===== src/rtl/mem_stage_lsu.sv =====
// mem_stage_lsu
//   Handshaked load/store unit standing in for a single-cycle MEM stage when the
//   data memory is slow or shared. Each access is issued as a valid/ready
//   request; loads then wait for a response (bounded by MAX_WAIT cycles). The
//   pipeline is held via mem_stall until the access finishes. Store data is
//   forwarded from WB and replicated across byte lanes. Load data is aligned and
//   sign/zero-extended.
//
//   Ports
//     clk, rst                  clock, synchronous active-high reset
//     ex_mem_*                  access request from the EX/MEM register
//     wb_*                      WB write port, used to forward store data
//     dmem_req_* / dmem_addr /  request channel to data memory
//       dmem_we/be/wdata
//     dmem_rsp_*                load response channel
//     mem_stall                 holds IF..EX/MEM while an access is in flight
//     mem_load_valid/data       one-cycle load result
//     mem_bus_err               one-cycle pulse on response timeout
//     mem_misalign              one-cycle pulse on a trapped misaligned access
//
//   Build option: define LSU_MISALIGN_TRAP_EN to trap misaligned half/word
//   accesses instead of issuing them. Without it mem_misalign is tied low.
//
//   state | meaning
//   IDLE  | waiting for a load/store in EX/MEM; capture request fields
//   REQ   | dmem_req_valid high, request fields held until ready
//   RESP  | load issued, counting cycles until response or timeout
//   DONE  | access finished; stall released, result/error pulses asserted

module mem_stage_lsu #(
   parameter int XLEN     = 32,
   parameter int ALEN     = 32,
   parameter int MAX_WAIT = 255
) (
   input  logic            clk,
   input  logic            rst,
   input  logic            ex_mem_mem_read,
   input  logic            ex_mem_mem_write,
   input  logic [XLEN-1:0] ex_mem_alu_result,
   input  logic [XLEN-1:0] ex_mem_write_data,
   input  logic [2:0]      ex_mem_funct3,
   input  logic [4:0]      ex_mem_rs2,
   input  logic            wb_reg_write,
   input  logic [4:0]      wb_rd,
   input  logic [XLEN-1:0] wb_write_data,
   output logic            dmem_req_valid,
   input  logic            dmem_req_ready,
   output logic [ALEN-1:0] dmem_addr,
   output logic            dmem_we,
   output logic [3:0]      dmem_be,
   output logic [XLEN-1:0] dmem_wdata,
   input  logic            dmem_rsp_valid,
   input  logic [XLEN-1:0] dmem_rsp_rdata,
   output logic            mem_stall,
   output logic            mem_load_valid,
   output logic [XLEN-1:0] mem_load_data,
   output logic            mem_bus_err,
   output logic            mem_misalign
);

   localparam int CW = $clog2(MAX_WAIT + 1);

   typedef enum logic [1:0] {S_IDLE, S_REQ, S_RESP, S_DONE} state_t;

   state_t          state_q;
   logic            req_valid_q;
   logic            we_q;
   logic [ALEN-1:0] addr_q;
   logic [3:0]      be_q;
   logic [XLEN-1:0] wdata_q;
   logic [2:0]      funct3_q;
   logic [1:0]      lane_q;
   logic [CW-1:0]   cnt_q;
   logic            load_valid_q;
   logic            bus_err_q;
   logic [XLEN-1:0] load_data_q;

   logic            access;
   logic [1:0]      lane_d;
   logic            sz_byte;
   logic            sz_half;
   logic [XLEN-1:0] src_data;
   logic [3:0]      be_d;
   logic [XLEN-1:0] wdata_d;

   assign access = ex_mem_mem_read | ex_mem_mem_write;
   assign lane_d = ex_mem_alu_result[1:0];

   // LBU/LHU encodings only mean byte/half for loads; as stores they fall to word.
   assign sz_byte = (ex_mem_funct3 == 3'b000) || (!ex_mem_mem_write && ex_mem_funct3 == 3'b100);
   assign sz_half = (ex_mem_funct3 == 3'b001) || (!ex_mem_mem_write && ex_mem_funct3 == 3'b101);

   assign src_data = (wb_reg_write && wb_rd != 5'd0 && wb_rd == ex_mem_rs2) ? wb_write_data
                                                                            : ex_mem_write_data;

   // Enables are truncated to 4 bits, so a half at lane 3 only enables byte 3.
   always_comb begin
      be_d    = 4'b1111;
      wdata_d = src_data;
      if (sz_byte) begin
         be_d    = 4'(4'b0001 << lane_d);
         wdata_d = {4{src_data[7:0]}};
      end else if (sz_half) begin
         be_d    = 4'(4'b0011 << lane_d);
         wdata_d = {2{src_data[15:0]}};
      end
   end

   function automatic logic [XLEN-1:0] extract(input logic [2:0]      f3,
                                               input logic [1:0]      lane,
                                               input logic [XLEN-1:0] word);
      logic [XLEN-1:0] sh;
      sh = word >> {lane, 3'b000};
      case (f3)
         3'b000:  extract = {{(XLEN-8){sh[7]}}, sh[7:0]};
         3'b001:  extract = {{(XLEN-16){sh[15]}}, sh[15:0]};
         3'b100:  extract = {{(XLEN-8){1'b0}}, sh[7:0]};
         3'b101:  extract = {{(XLEN-16){1'b0}}, sh[15:0]};
         default: extract = word;
      endcase
   endfunction

`ifdef LSU_MISALIGN_TRAP_EN
   logic misalign_q;
   logic misaligned;
   assign misaligned   = (sz_half && lane_d[0]) || (!sz_byte && !sz_half && lane_d != 2'b00);
   assign mem_misalign = misalign_q;
`else
   assign mem_misalign = 1'b0;
`endif

   always_ff @(posedge clk) begin
      if (rst) begin
         state_q      <= S_IDLE;
         req_valid_q  <= 1'b0;
         we_q         <= 1'b0;
         addr_q       <= '0;
         be_q         <= '0;
         wdata_q      <= '0;
         funct3_q     <= '0;
         lane_q       <= '0;
         cnt_q        <= '0;
         load_valid_q <= 1'b0;
         bus_err_q    <= 1'b0;
         load_data_q  <= '0;
`ifdef LSU_MISALIGN_TRAP_EN
         misalign_q   <= 1'b0;
`endif
      end else begin
         load_valid_q <= 1'b0;
         bus_err_q    <= 1'b0;
`ifdef LSU_MISALIGN_TRAP_EN
         misalign_q   <= 1'b0;
`endif
         case (state_q)
            S_IDLE: begin
               if (access) begin
                  we_q     <= ex_mem_mem_write;
                  addr_q   <= {ex_mem_alu_result[ALEN-1:2], 2'b00};
                  be_q     <= be_d;
                  wdata_q  <= wdata_d;
                  funct3_q <= ex_mem_funct3;
                  lane_q   <= lane_d;
`ifdef LSU_MISALIGN_TRAP_EN
                  if (misaligned) begin
                     misalign_q   <= 1'b1;
                     load_valid_q <= !ex_mem_mem_write;
                     load_data_q  <= '0;
                     state_q      <= S_DONE;
                  end else begin
                     req_valid_q <= 1'b1;
                     state_q     <= S_REQ;
                  end
`else
                  req_valid_q <= 1'b1;
                  state_q     <= S_REQ;
`endif
               end
            end
            S_REQ: begin
               // A response arriving in the accept cycle is ignored on purpose.
               if (dmem_req_ready) begin
                  req_valid_q <= 1'b0;
                  cnt_q       <= '0;
                  state_q     <= we_q ? S_DONE : S_RESP;
               end
            end
            S_RESP: begin
               if (dmem_rsp_valid) begin
                  load_data_q  <= extract(funct3_q, lane_q, dmem_rsp_rdata);
                  load_valid_q <= 1'b1;
                  state_q      <= S_DONE;
               end else if (cnt_q == CW'(MAX_WAIT)) begin
                  load_data_q  <= '0;
                  load_valid_q <= 1'b1;
                  bus_err_q    <= 1'b1;
                  state_q      <= S_DONE;
               end else begin
                  cnt_q <= cnt_q + 1'b1;
               end
            end
            default: state_q <= S_IDLE;
         endcase
      end
   end

   assign mem_stall      = (state_q == S_IDLE && access) || state_q == S_REQ || state_q == S_RESP;
   assign dmem_req_valid = req_valid_q;
   assign dmem_addr      = addr_q;
   assign dmem_we        = we_q;
   assign dmem_be        = be_q;
   assign dmem_wdata     = wdata_q;
   assign mem_load_valid = load_valid_q;
   assign mem_load_data  = load_data_q;
   assign mem_bus_err    = bus_err_q;

endmodule


===== config.mk =====
export PLATFORM = sky130hd
export DESIGN_NAME = mem_stage_lsu
export DESIGN_NICKNAME = d
export VERILOG_FILES = /design/src/rtl/mem_stage_lsu.sv
export SDC_FILE = /design/constraint.sdc
export NUM_CORES = 1
export LEC_CHECK = 0
export ABC_AREA = 1
export CAP_MARGIN = 15
export CELL_PAD_IN_SITES_DETAIL_PLACEMENT = 1
export CELL_PAD_IN_SITES_GLOBAL_PLACEMENT = 1
export CORE_MARGIN = 10
export CORE_UTILIZATION = 29
export DETAILED_ROUTE_END_ITERATION = 16
export GPL_ROUTABILITY_DRIVEN = 0
export PLACE_DENSITY_LB_ADDON = 0.1
export SETUP_SLACK_MARGIN = 0.4
export SYNTH_ARGS = -nofsm -noshare
export SYNTH_HDL_FRONTEND = slang
export SYNTH_SLANG_ARGS = --single-unit

===== constraint.sdc =====
create_clock -name clk -period 2 [get_ports clk]
set_input_delay 0.3 -clock clk [delete_from_list [all_inputs] [get_ports clk]]
set_output_delay 0.3 -clock clk [all_outputs]
set_load 0.03 [all_outputs]

==> results of run 1 <==
-- synth_stat cells, types with 8 or more instances --
| cell type | n | area, um^2 |
|---|---|---|
| dfxtp_1 | 117 | 2340 |
| nand4_1 | 33 | 206 |
| ha_1 | 9 | 113 |
| a21oi_1 | 85 | 425 |
| nand3_1 | 56 | 280 |
| buf_2 | 18 | 90.1 |
| o22ai_1 | 8 | 50.1 |
| inv_1 | 111 | 417 |
| nand2_1 | 202 | 758 |
| clkbuf_1 | 34 | 128 |
| nor3_1 | 11 | 55.1 |
| o21ai_0 | 80 | 400 |
| nor2_1 | 141 | 529 |
| o211ai_1 | 8 | 60.1 |
-- worst max path at each step --
stage | from | endpoint | slack [ps] | cells after the start
floorplan | state_q[0] | mem_load_data[31] | 400 | 8
global placement | wb_rd[3] | dmem_wdata[23] | -80 | 11
detailed placement | wb_rd[3] | dmem_wdata[23] | -100 | 11
CTS | state_q[0] | mem_stall | 220 | 5
global route | cnt_q[0] | mem_load_data[11] | 170 | 11
finish | cnt_q[1] | mem_load_data[11] | 250 | 11
-- flip-flops by register name (all words and copies together) (netlist names) --
register	flops
mem_bus_err	1
dmem_wdata	32
cnt_q	8
funct3_q	3
state_q	2
mem_load_data	32
dmem_we	1
dmem_be	4
dmem_req_valid	1
mem_load_valid	1
dmem_addr	30
lane_q	2
-- layout make-up --
class                           count  area, um^2  area share
Clock buffer                       19         453      0.0424
Clock inverter                     13         135      0.0127
Timing Repair Buffer              338        3430       0.321
Inverter                          115         444      0.0416
Tap cell                          275         344      0.0322
Multi-Input combinational cell    666        3510       0.329
Sequential cell                   117        2360       0.221
-- kinds of logic (layout without fill, tap and decap cells) --
kind of cell             count (synthesis)  count (layout)
AO/OA/AOI/OAI                          199             199
XOR/XNOR                                 2               2
adder cells (fa/ha/maj)                  9               9
buffers and inverters                  175             485
flip-flops                             117             117
AND/OR/NAND/NOR                        453             453
other                                    1               3
-- where the power goes --
| group | internal [mW] | total, mW | switching (mW) |
|---|---|---|---|
| Sequential | 3.00 | 3.44 | 0.437 |
| Clock | 1.82 | 3.07 | 1.25 |
| Combinational | 2.55 | 6.65 | 4.11 |
| Total | 7.37 | 13.2 | 5.79 |
-- what timing repair did --
action	4_1_cts	5_1_grt
hold buffers	0	0
endpoints found under the setup margin	183	98
buffers inserted	22	13
cloned	3	8
pin swaps	5	38
resized for setup	144	118
-- worst max-delay path: cells and delay by family, from the launching register on --
family	cells	cell delay (ps)
fa+ha+maj	1	140
buf+inv	4	530
flops	1	370
simple gates	4	400
compound gates	2	170
-- routing by layer --
layer | vias to the layer above | share of wire | GRT usage
met2 | 206 | 0.51 | 0.338
met5 | - | 0.00024 | 0
li1 | 3700 | - | -
met3 | 31 | 0.065 | 0.0658
met4 | 2 | 0.016 | 0.0443
met1 | 3511 | 0.41 | 0.219
==> out/metrics.yaml, run 1 <==
clocking:
  numClockSinks: 117
  cts_buffer_depth: 2
  clk_pin_slew_worst_paths_ps: 60
  tritoncts: "built"
  cts_htree_levels: 4
  cts_root_buffer: "clkbuf_16"
  cts_buffers: 17
  worstSkewPairLatency_ps: 420
pwr:
  vdd_drop_max_mv: 0.642
  p_leak_nw: 5.13
  power.density_nw_per_um2: 1230
  total_power_mw: 13.2
setup_path:
  r2r_cells: 11
  path_common_cell: "buf_6"
  required_ps: 2270
  max_stage_delay_ps: 370
  cp_max_fo: 8
  cp-start-kind: "flip-flop"
  r2r_setup_slack_ps: 250
  r2r_start: "cnt_q[1]"
  path_class: "flip-flop to flip-flop"
  crit_path_end_kind: "flip-flop"
  reg2reg_to: "mem_load_data[11]"
  crit_chain: "ha_4 > nand2_2 > inv_2 > nand3_4 > nor2_4 > buf_6 > a31oi_4 > buf_6 > buf_16 > nand2_1 > a21oi_2"
  slowest_stage: "dfxtp_4"
  critPathArrivalTime_ps: 2020
sta:
  fin_crit_sh: 0.874
  max_freq_mhz: 572
  hold_slack_ps: 361
  worst_slew_pin_slew_ps: 588
  rsz0062_at_grt: "yes"
  setup_viol_count_final: 0
  setup_slack_ps: 252
  maxSlewHeadroom: 0.608
  skew_ps: 11.6
  hold_viol_final: 0
  finalMaxSlewViolations: 0
  fin_crit_ps: 1750
  setup_tns_ps: 0
finish:
  fin_area_um2: 10700
  utilization: 0.509
  area_growth_pct: 72.9
  fin_nets: 1412
  drive_gt1_frac: 0.178
  antenna_cells: 0
  final_common_cell: "nand2_1"
  fillerInstances: 2623
  final_cell_mix: "161 x nand2_1, 135 x clkdlybuf4s50_1, 130 x nor2_1, 112 x dfxtp_1"
  layout.cells.non_filler: 1543
yosys:
  synth_top_family_by_area: "simple AND/OR/NAND/NOR gates"
  seq_area_frac_synth: 0.379
  ys_ff_latch: 117
  synth_edf_count: 0
  synth_flop_cell: "dfxtp_1"
  synth_simple_gate_area_frac: 0.309
  synth_cells: 956
  synth_compound_area_frac: 0.175
  synthMuxAreaShare: 0
  ys_async_sr_fraction: 0
  synth_area_um2: 6170
  yosysWarnings: 0
  avgSynthCellArea_um2: 6.46
  yosysUniqueCellTypes: 36
  synth-xor-area-share: 0.00284
  yosys.area_share.adder: 0.0182
placed_design:
  dp_slack_ps: -103
  port_buffers: 250
  dpl.cell_count: 1465
  postPlaceCellArea_um2: 9170
  dp.final_hpwl_um: 19900
route:
  route.detailed.drc: 0
  via_per_inst: 4.83
  routed_wl_um: 29400
  vias: 7450
  ant_nets: 0
  drt-initial-drc-count: 342
  drt_pass1_iterations: 5
  routedWlPerCell_um: 19.0
hold_path:
  whs_endpoint: "state_q[1]"
  min_from: "rst"
  hold_depth: 4
  hold_class: "input pin to flip-flop"
floorplan:
  io_pins: 254
  start_util: 0.295
  die_h_um: 166
  die_area_um2: 27500
  fp.coreArea_um2: 21000
  rows: 53
  fp.dieW_um: 166
global_route:
  antenna_found_initial: 1
  grt_usage: 0.192
  grt_pass1_vias: 7733
  gr-total-overflow: 0
  grt_max_degree: 49
  grt_pass1_wl_um: 42900
run_status:
  status: "finished clean"
flow_run:
  cap_viol_max_count: 0
Note: power is estimated with default switching activity, not from simulation.
==> run 2, diff against run 1 <==
MAX_ROUTING_LAYER = met4   (was unset)
==> out/metrics.yaml, run 2 (synthesized netlist as in run 1, its figures left out) <==
global_route:
  grt_pass1_vias: 7757
  antenna_found_initial: 1
  gr-total-overflow: 0
  grt_pass1_wl_um: 42800
  grt_max_degree: 49
  grt_usage: 0.198
setup_path:
  max_stage_delay_ps: 380
  path_class: "flip-flop to flip-flop"
  crit_path_end_kind: "flip-flop"
  cp-start-kind: "flip-flop"
  required_ps: 2280
  cp_max_fo: 8
  slowest_stage: "dfxtp_2"
  r2r_setup_slack_ps: 230
  crit_chain: "ha_4 > nand2_2 > inv_2 > nand3_4 > nor2_4 > buf_6 > a31oi_4 > buf_6 > buf_16 > nand2_1 > a21oi_2"
  critPathArrivalTime_ps: 2050
  path_common_cell: "buf_6"
  crit_family: "buffers and inverters"
  critPathBufInv: 4
route:
  drt_pass1_iterations: 5
  routed_wl_um: 29500
  routedWlPerCell_um: 19.1
  route.detailed.drc: 0
  via_per_inst: 4.79
  drt-initial-drc-count: 339
  vias: 7401
  ant_nets: 0
sta:
  max_freq_mhz: 566
  setup_viol_count_final: 0
  finalMaxSlewViolations: 0
  skew_ps: 13.8
  worst_slew_pin_slew_ps: 578
  fin_crit_ps: 1770
  setup_slack_ps: 233
  rsz0062_at_grt: "yes"
  fin_crit_sh: 0.883
  hold_viol_final: 0
  maxSlewHeadroom: 0.615
floorplan:
  fp.coreArea_um2: 21000
  io_pins: 254
  rows: 53
  fp.dieW_um: 166
  die_h_um: 166
  die_area_um2: 27500
  start_util: 0.295
pwr:
  vdd_drop_max_mv: 0.641
  p_leak_nw: 5.13
  power.density_nw_per_um2: 1240
hold_path:
  hold_class: "input pin to flip-flop"
clocking:
  cts_buffer_depth: 2
  cts_buffers: 17
  cts_htree_levels: 4
  holdBufCountCts: 0
  worstSkewPairLatency_ps: 420
  tritoncts: "built"
  cts_root_buffer: "clkbuf_16"
  clk_pin_slew_worst_paths_ps: 60
  numClockSinks: 117
finish:
  multiInputGateArea_um2: 3480
  final_common_cell: "nand2_1"
  fin_area_um2: 10700
  area_growth_pct: 72.8
  fillerInstances: 2632
  utilization: 0.509
  final_cell_mix: "165 x nand2_1, 135 x clkdlybuf4s50_1, 129 x nor2_1, 112 x dfxtp_1, 102 x dlygate4sd2_1"
  drive_gt1_frac: 0.175
  regArea_um2: 2360
  fin_nets: 1413
placed_design:
  dp_slack_ps: -103
  postPlaceCellArea_um2: 9170
  dp.final_hpwl_um: 19900
  port_buffers: 250
run_status:
  status: "finished clean"
flow_run:
  cap_viol_max_count: 0
[run 2: worst min-delay path, delay by kind of cell]
| family | cells | cell delay (ps) |
|---|---|---|
| compound gates | 2 | 140 |
| buf+inv | 2 | 260 |
[run 2: routing by layer]
layer | global-route usage | vias up | wire, um
li1 | - | 3700 | -
met4 | 0.0443 | 0 | 475
met3 | 0.0622 | 26 | 1730
met1 | 0.221 | 3484 | 12200
met2 | 0.338 | 191 | 15100
met5 | - | - | 0
[run 2: power by group]
group | leakage [nW] | total, mW | switching, mW | internal [mW]
logic | 3.88 | 6.66 | 4.11 | 2.55
registers | 0.966 | 3.44 | 0.435 | 3.00
clock network | 0.284 | 3.09 | 1.28 | 1.82
[run 2: stage by stage]
| stage | power (mW) | hold slack [ps] | cells | setup TNS, ps |
|---|---|---|---|---|
| 6_report | 13.2 | 330 | 1546 | 0 |
| 5_1_grt | 14.0 | 376 | 1545 | 0 |
| 4_1_cts | 12.7 | 350 | 1522 | 0 |
| 3_5_place_dp | 9.49 | 457 | 1465 | -753 |
| 3_3_place_gp | 9.43 | 450 | 1465 | -154 |
| 2_1_floorplan | 6.82 | 378 | 958 | 0 |
[run 2: cell type report]
cell class	count	area share
well taps	275	0.0322
flip-flops and latches	117	0.221
multi-input cells	666	0.326
inverters	115	0.0416
repair buffers	339	0.324
diodes	2	0.000469
clock buffers	19	0.0424
clock inverters	13	0.0127
[run 2: path summary, 6_finish.rpt]
check	from	to	cells past startpoint
worst min register to register	mem_load_data[19]	mem_load_data[19]	2
worst min-delay path	rst	state_q[1]	4
worst max register to register	cnt_q[0]	mem_load_data[11]	11
worst max-delay path	cnt_q[0]	mem_load_data[11]	11
[run 2: timing repair]
item	CTS	global route
buffers inserted	22	14
endpoints found under the setup margin	183	98
cloned	3	8
resized for setup	144	110
pin swaps	5	32
